`src/rtl/fifo_pkt_reader.sv`:
```
// Drains a synchronous FIFO read port and frames length-prefixed packets
// into a valid/ready payload stream with a last-beat marker.
module fifo_pkt_reader #(
    parameter int WIDTH     = 8,
    parameter int BUF_DEPTH = 2
) (
    input  logic             clk,
    input  logic             rst_n,
    input  logic             fifo_empty,
    input  logic [WIDTH-1:0] fifo_data,
    output logic             fifo_rd,
    output logic             m_valid,
    input  logic             m_ready,
    output logic [WIDTH-1:0] m_data,
    output logic             m_last,
    output logic             pkt_done,
    output logic             zero_len,
    output logic             busy
);

    typedef enum logic {HDR, PAY} state_t;

    localparam logic [2:0] CREDITS = 3'(BUF_DEPTH);

    state_t                  state;
    logic                    inflight;
    logic [WIDTH-1:0]        remaining;
    logic [1:0][WIDTH-1:0]   buf_data;
    logic [1:0]              buf_last;
    logic                    wr_ptr;
    logic                    rd_ptr;
    logic [1:0]              buf_count;
    logic [1:0]              pend;
    logic [1:0]              pend_next;

    logic                    pop;
    logic                    push;
    logic                    hdr_arr;
    logic                    hdr_nz;
    logic                    last_acc;
    logic [2:0]              credit;

    assign m_valid  = buf_count != 2'd0;
    assign m_data   = m_valid ? buf_data[rd_ptr] : '0;
    assign m_last   = m_valid & buf_last[rd_ptr];

    assign pop      = m_valid && m_ready;
    assign last_acc = pop && m_last;
    assign hdr_arr  = inflight && (state == HDR);
    assign hdr_nz   = hdr_arr && (fifo_data != '0);
    assign push     = inflight && (state == PAY);

    // Words still in flight count against buffer space so nothing can overflow.
    assign credit   = {1'b0, buf_count} + {2'b0, inflight} - {2'b0, pop};
    assign fifo_rd  = rst_n && !fifo_empty && (credit < CREDITS);

    // Packets whose header is consumed but whose last beat is not yet accepted.
    assign pend_next = pend + {1'b0, hdr_nz} - {1'b0, last_acc};

    always_ff @(posedge clk or negedge rst_n) begin
        if (!rst_n) begin
            state     <= HDR;
            inflight  <= 1'b0;
            remaining <= '0;
            buf_data  <= '0;
            buf_last  <= '0;
            wr_ptr    <= 1'b0;
            rd_ptr    <= 1'b0;
            buf_count <= 2'd0;
            pend      <= 2'd0;
            pkt_done  <= 1'b0;
            zero_len  <= 1'b0;
            busy      <= 1'b0;
        end else begin
            inflight  <= fifo_rd;
            pkt_done  <= last_acc;
            zero_len  <= hdr_arr && (fifo_data == '0);
            pend      <= pend_next;
            busy      <= pend_next != 2'd0;
            buf_count <= buf_count + {1'b0, push} - {1'b0, pop};
            if (push) begin
                buf_data[wr_ptr] <= fifo_data;
                buf_last[wr_ptr] <= remaining == WIDTH'(1);
                wr_ptr           <= ~wr_ptr;
            end
            if (pop) begin
                rd_ptr <= ~rd_ptr;
            end
            unique case (1'b1)
                state == HDR: begin
                    if (hdr_nz) begin
                        remaining <= fifo_data;
                        state     <= PAY;
                    end
                end
                state == PAY: begin
                    if (inflight) begin
                        remaining <= remaining - WIDTH'(1);
                        if (remaining == WIDTH'(1)) begin
                            state <= HDR;
                        end
                    end
                end
                default: state <= HDR;
            endcase
        end
    end

endmodule

```
`config.mk`:
```
export PLATFORM = sky130hd
export DESIGN_NAME = fifo_pkt_reader
export DESIGN_NICKNAME = d
export VERILOG_FILES = /design/src/rtl/fifo_pkt_reader.sv
export SDC_FILE = /design/constraint.sdc
export NUM_CORES = 1
export LEC_CHECK = 0
export CAP_MARGIN = 20
export CORE_ASPECT_RATIO = 1.4
export CORE_MARGIN = 5
export CORE_UTILIZATION = 26
export CTS_BUF_LIST = sky130_fd_sc_hd__clkbuf_4 sky130_fd_sc_hd__clkbuf_8
export DETAILED_ROUTE_END_ITERATION = 7
export PLACE_DENSITY = 0.42
export SLEW_MARGIN = 10
export SYNTH_ARGS = -nofsm -noshare
export SYNTH_HDL_FRONTEND = slang
export SYNTH_SLANG_ARGS = --single-unit
```
`constraint.sdc`:
```
create_clock -name clk -period 2.3 [get_ports clk]
set_input_delay 0.23 -clock clk [delete_from_list [all_inputs] [get_ports clk]]
set_output_delay 0.23 -clock clk [all_outputs]
set_load 0.005 [all_outputs]
```
# ---- After elaboration in Yosys (flattened, before gate mapping)
# Index checks and enable logic that the tools add are counted.
dict set report totals {
  regBits 37
  out_inout_bits 14
  word_cells 64
  inputBits 12
}
dict set report op_classes {
  bitwise 4
  add_sub_neg 7
  n_reduce_logical 15
  n_eq_ne 3
  n_lt_le_gt_ge 4
  mux 18
}
# operator count
set ops {}
lappend ops {{8-bit two-way mux} 6}
lappend ops {{16-bit bitwise mux} 1}
lappend ops {{8-bit one-hot mux with 2 select lines} 1}
lappend ops {{1-bit logical AND} 9}
lappend ops {{8-bit demux with 1-bit select} 1}
lappend ops {{8-bit by 1-bit == test with 1-bit output, second input constant} 1}
lappend ops {{8-bit logical NOT} 1}
lappend ops {{8-bit nonzero test} 1}
lappend ops {{8-bit by 1-bit subtractor with 8-bit output, second input constant} 1}
lappend ops {{1-bit two-way mux} 6}
lappend ops {{2-bit by 1-bit adder with 2-bit output} 2}
lappend ops {{1-bit by 2-bit less-than comparator with 1-bit output, second input constant} 2}
lappend ops {{2-bit nonzero test} 2}
lappend ops {{2-bit by 1-bit subtractor with 2-bit output} 2}
lappend ops {{2-bit by 1-bit adder with 3-bit output} 1}
lappend ops {{3-bit by 2-bit less-than comparator with 1-bit output, second input constant} 1}
lappend ops {{1-bit NOT} 3}
lappend ops {{3-bit by 1-bit subtractor with 3-bit output} 1}
lappend ops {{2-bit bitwise mux} 1}
lappend ops {{2-bit by 1-bit != test with 1-bit output, second input constant} 1}
lappend ops {{2-bit != test, second input constant} 1}
lappend ops {{1-bit one-hot mux with 2 select lines} 1}
lappend ops {{2-bit AND reduction} 1}
lappend ops {{1-bit AND} 1}
lappend ops {{other kinds (3)} 3}

# ---- Longest topological paths before layout
dict set report depth {
  ltp_word 6
  depth_mapped 10
  ltp_nobuf 9
}

# ---- Worst setup path before layout
# Ideal clock, no wire load.
dict set report synth_path {
  path_kind {register to register}
  startpoint {reg state}
  endpoint {reg busy}
  path_buffers 1
  required_time_ps 2176
  path_stages_with_launch 11
  setup_ps 124
  period_less_slack_ps 2093
  arrival_time_ps 1969
  path_slack_ps 207
  cell_sequence {dfrtp_1 > buf_4 > nand2b_1 > a21oi_1 > inv_1 > ha_1 > inv_1 > ha_1 > xnor2_1 > xnor2_1 > or2_1}
}
dict set report synth_via {
  elab_chain_cells 6
}
# element line_no
set synth_lines {}
lappend synth_lines {{from (decl)} 25} ;# state_t state;
lappend synth_lines {{from (signal assigned)} 62} ;# state <= HDR;
lappend synth_lines {{from (signal assigned)} 93} ;# state <= PAY;
lappend synth_lines {{from (signal assigned)} 100} ;# state <= HDR;
lappend synth_lines {{1-bit NOT} 49} ;# assign hdr_arr = inflight && (state == HDR);
lappend synth_lines {{1-bit logical AND} 49}
lappend synth_lines {{1-bit logical AND} 50} ;# assign hdr_nz = hdr_arr && (fifo_data != '0);
lappend synth_lines {{2-bit by 1-bit adder with 2-bit output} 58} ;# assign pend_next = pend + {1'b0, hdr_nz} - {1'b0, last_acc};
lappend synth_lines {{2-bit by 1-bit subtractor with 2-bit output} 58}
lappend synth_lines {{via pend_next[1]} 34} ;# logic [1:0] pend_next;
lappend synth_lines {{2-bit nonzero test} 79} ;# busy <= pend_next != 2'd0;
lappend synth_lines {{to (signal assigned)} 73} ;# busy <= 1'b0;
lappend synth_lines {{to (signal assigned)} 79}
lappend synth_lines {{to (decl)} 18} ;# output logic busy
# The timed path passes the listed nets, and every way through them passes these cells.
# A chain may end at the register's enable or synchronous reset.

# ---- Worst setup path in the final report
dict set report layout_path {
  startpoint {in m_ready}
  endpoint {out fifo_rd}
}
dict set report layout_via {
  elab_chain_cells 4
}
# element line_no
set layout_lines {}
lappend layout_lines {{from (decl)} 13} ;# input logic m_ready,
lappend layout_lines {{1-bit logical AND} 47} ;# assign pop = m_valid && m_ready;
lappend layout_lines {{3-bit by 1-bit subtractor with 3-bit output} 54} ;# assign credit = {1'b0, buf_count} + {2'b0, inflight} - {2'b0, pop};
lappend layout_lines {{3-bit by 2-bit less-than comparator with 1-bit output} 55} ;# assign fifo_rd = rst_n && !fifo_empty && (credit < CREDITS);
lappend layout_lines {{1-bit logical AND} 55}
lappend layout_lines {{to (decl)} 11} ;# output logic fifo_rd,
# Every way passes these cells.

==> results_dict.tcl <==
set metrics [dict create \
    status "finished, final reports clean" \
    switching_share_pct 34.1 \
    cp.arrival_ps 1920 \
    synth_top_area_share_pct 49.7 \
    yosys_warnings 0 \
    synth_top_flop_cell "dfrtp_1" \
    final.setup.worst_slack_ps 145 \
    synthArstFlopShare_pct 100 \
    fmax_ghz 0.464 \
    cts_buffers 5 \
    p_clk_share_pct 15.8 \
    hold_class "in2async" \
    gr-total-overflow 0 \
    root_buffer "clkbuf_8" \
    setup-violations-final 0 \
    clock-sinks 37 \
    clock_path_buffers 2 \
    routedWlPerCell_microns 14.5 \
    cts_max_level 2 \
    pre_cts_ws_ps -338 \
    power.switching_mw 0.950 \
    cellPowerDensity_nw_per_um2 1140 \
    dieArea_sq_um 8990 \
    start_kind "input port" \
    fin_crit_ps 2150 \
    crit_type "in2out" \
    synthTopCellsByCount "dfrtp_1 (37), nor2_1 (15), mux2_1 (14)" \
    syn_inst 167 \
    hold_buffers 0 \
    worstPathRequired_ps 2070 \
    syn-num-nets 185 \
    end_kind "output port" \
    p_seq_share_pct 38.9 \
    track_usage_pct 11.2 \
    antenna_cells 0 \
    vias 1397 \
    slew_violations 0 \
    p_int_mw 1.84 \
    rsz0062_at_grt "false" \
    leakage_nw 1.05 \
    hold_viol_final 0 \
    path_clk_slew_ps 70 \
    drive_above_1_share_pct 18.7 \
    antenna_found_initial 0 \
    grt_pass1_wl_microns 7460 \
    ys_seq_area_share_pct 49.7 \
    dr.pass1.iters 4 \
    rows 36 \
    yosysTopAreaCell "dfrtp_1" \
    synth.ff_latch_count 37 \
    cts_tree "built" \
    timing.final.crit_share_pct 93.7 \
    combPwrFrac_pct 45.3 \
    syn_area_sq_um 1860 \
    drt-initial-drc-count 56 \
    viasPerCell 4.52 \
    path_max_fanout 3 \
    fin_util_pct 34.9 \
    initial_utilization_pct 26.7 \
    skew_ps 8.69 \
    syn_avg_cell_area_sq_um 11.2 \
    io-pin-count 26 \
    slew_headroom_pct 60.4 \
    synth.most_common_cell "dfrtp_1" \
    synth.area.top_cells "dfrtp_1 (50%), mux2_1 (8.5%), mux2i_1 (7.0%)" \
    first_global_vias 1522 \
    gp_congestion 0.784 \
    fin_nets 231 \
    core_sq_um 6980 \
    drt_wl_total_microns 4490 \
    drv_cap 0 \
    clk_latency_ps 290 \
    buffer_ports.inserted 25 \
    grt_max_degree 38 \
    synth-edff-count 0 \
    worst_slew_pin_slew_ps 592 \
    synth.distinct_cells 42 \
    drcViolationCount 0 \
    die_y_microns 110 \
    fp.dieW_microns 81.6 \
    area.growth.synth_to_final_pct 30.8 \
    antenna_left 0 \
    hpwl_microns 3410 \
    vdd_drop_max_mv 0.354 \
]
## path summary, 6_finish.rpt
path,cells past startpoint,endpoint,slack (ps),from
setup / recovery,8,fifo_rd,150,m_ready
hold / removal,2,buf_count[0],20,rst_n
setup reg to reg,9,busy,390,buf_count[1]
hold reg to reg,2,buf_data[8],490,buf_data[8]
max in group asynchronous,2,buf_data[14],1940,rst_n
min in group clk,5,inflight,470,rst_n
## cells by family (layout without fill, tap and decap cells)
logic type	count (synthesis)	count (layout)	share of synthesized area, %
simple gates	52	52	15.3
xor+xnor	7	7	3.29
flops	37	37	49.7
fa+ha+maj	6	6	4.43
buf+inv	15	62	3.56
mux	27	27	15.4
compound gates	23	23	8.32
## registers in the layout, indices dropped and copies added (netlist names)
signal     cells
buf_last       2
inflight       1
buf_count      2
busy           1
wr_ptr         1
zero_len       1
pkt_done       1
pend           2
state          1
rd_ptr         1
remaining      8
buf_data      16
## area by class of cell
cell class / count / area [sq um]
sequential: 37 / 926
tap: 95 / 119
multi-input combinational: 115 / 880
clock buffer: 5 / 68.8
inverter: 8 / 30.0
timing repair buffer: 46 / 398
fill: 719 / 4540
clock inverter: 3 / 17.5
## power by group through the flow
| stage | logic [mW] | clock network (mW) | registers [mW] |
|---|---|---|---|
| after floorplan | 0.732 | 0 | 1.06 |
| after global placement | 1.25 | 0 | 1.09 |
| after detailed placement | 1.28 | 0 | 1.10 |
| after CTS | 1.29 | 0.464 | 1.09 |
| after global routing | 1.41 | 0.495 | 1.12 |
| final | 1.26 | 0.441 | 1.09 |
## metrics by stage
stage	total power [mW]	hold slack (ps)	std cells	area [sq um]	setup TNS, ps
floorplan	1.79	-65.6	167	1860	0
CTS	2.84	30.4	308	2430	0
global route	3.02	58.7	309	2440	0
finish	2.79	17.0	309	2440	0
detailed placement	2.38	349	300	2340	-378
global placement	2.33	334	300	2340	-208
## critical path, stage by stage
cell	delay, ps
clkdlybuf4s50_1	490
nand2_1	80
nor2_2	110
o21ai_1	100
fa_1	490
nand2_1	70
nor3_2	200
clkbuf_2	150
## layout by cell type (no fill, tap or decap), types with 6 or more instances in the layout
| cell | Yosys | layout |
|---|---|---|
| nor2_1 | 15 | 14 |
| mux2i_1 | 13 | 13 |
| o21ai_1 | 6 | 6 |
| clkdlybuf4s50_1 | 0 | 23 |
| nand2_1 | 12 | 12 |
| mux2_1 | 14 | 14 |
| buf_4 | 1 | 21 |
| inv_1 | 6 | 6 |
| dfrtp_1 | 37 | 37 |
## timing repair
action | in CTS | in global routing
gates resized for setup | 2 | 3
buffers inserted | 0 | 1
pin swaps | 0 | 1
endpoints found under the setup margin | 1 | 1
endpoints found under the hold margin | 0 | 0
cloned | 0 | 0
## per-layer routing
| metal | track usage [%] | vias up | wire [microns] |
|---|---|---|---|
| li1 | - | 681 | - |
| met1 | 13.5 | 681 | 2000 |
| met2 | 18.7 | 25 | 2240 |
| met3 | 2.60 | 10 | 129 |
| met4 | 4.83 | 0 | 116 |
| met5 | 0 | - | 0 |
(Power assumes the default switching activity.)
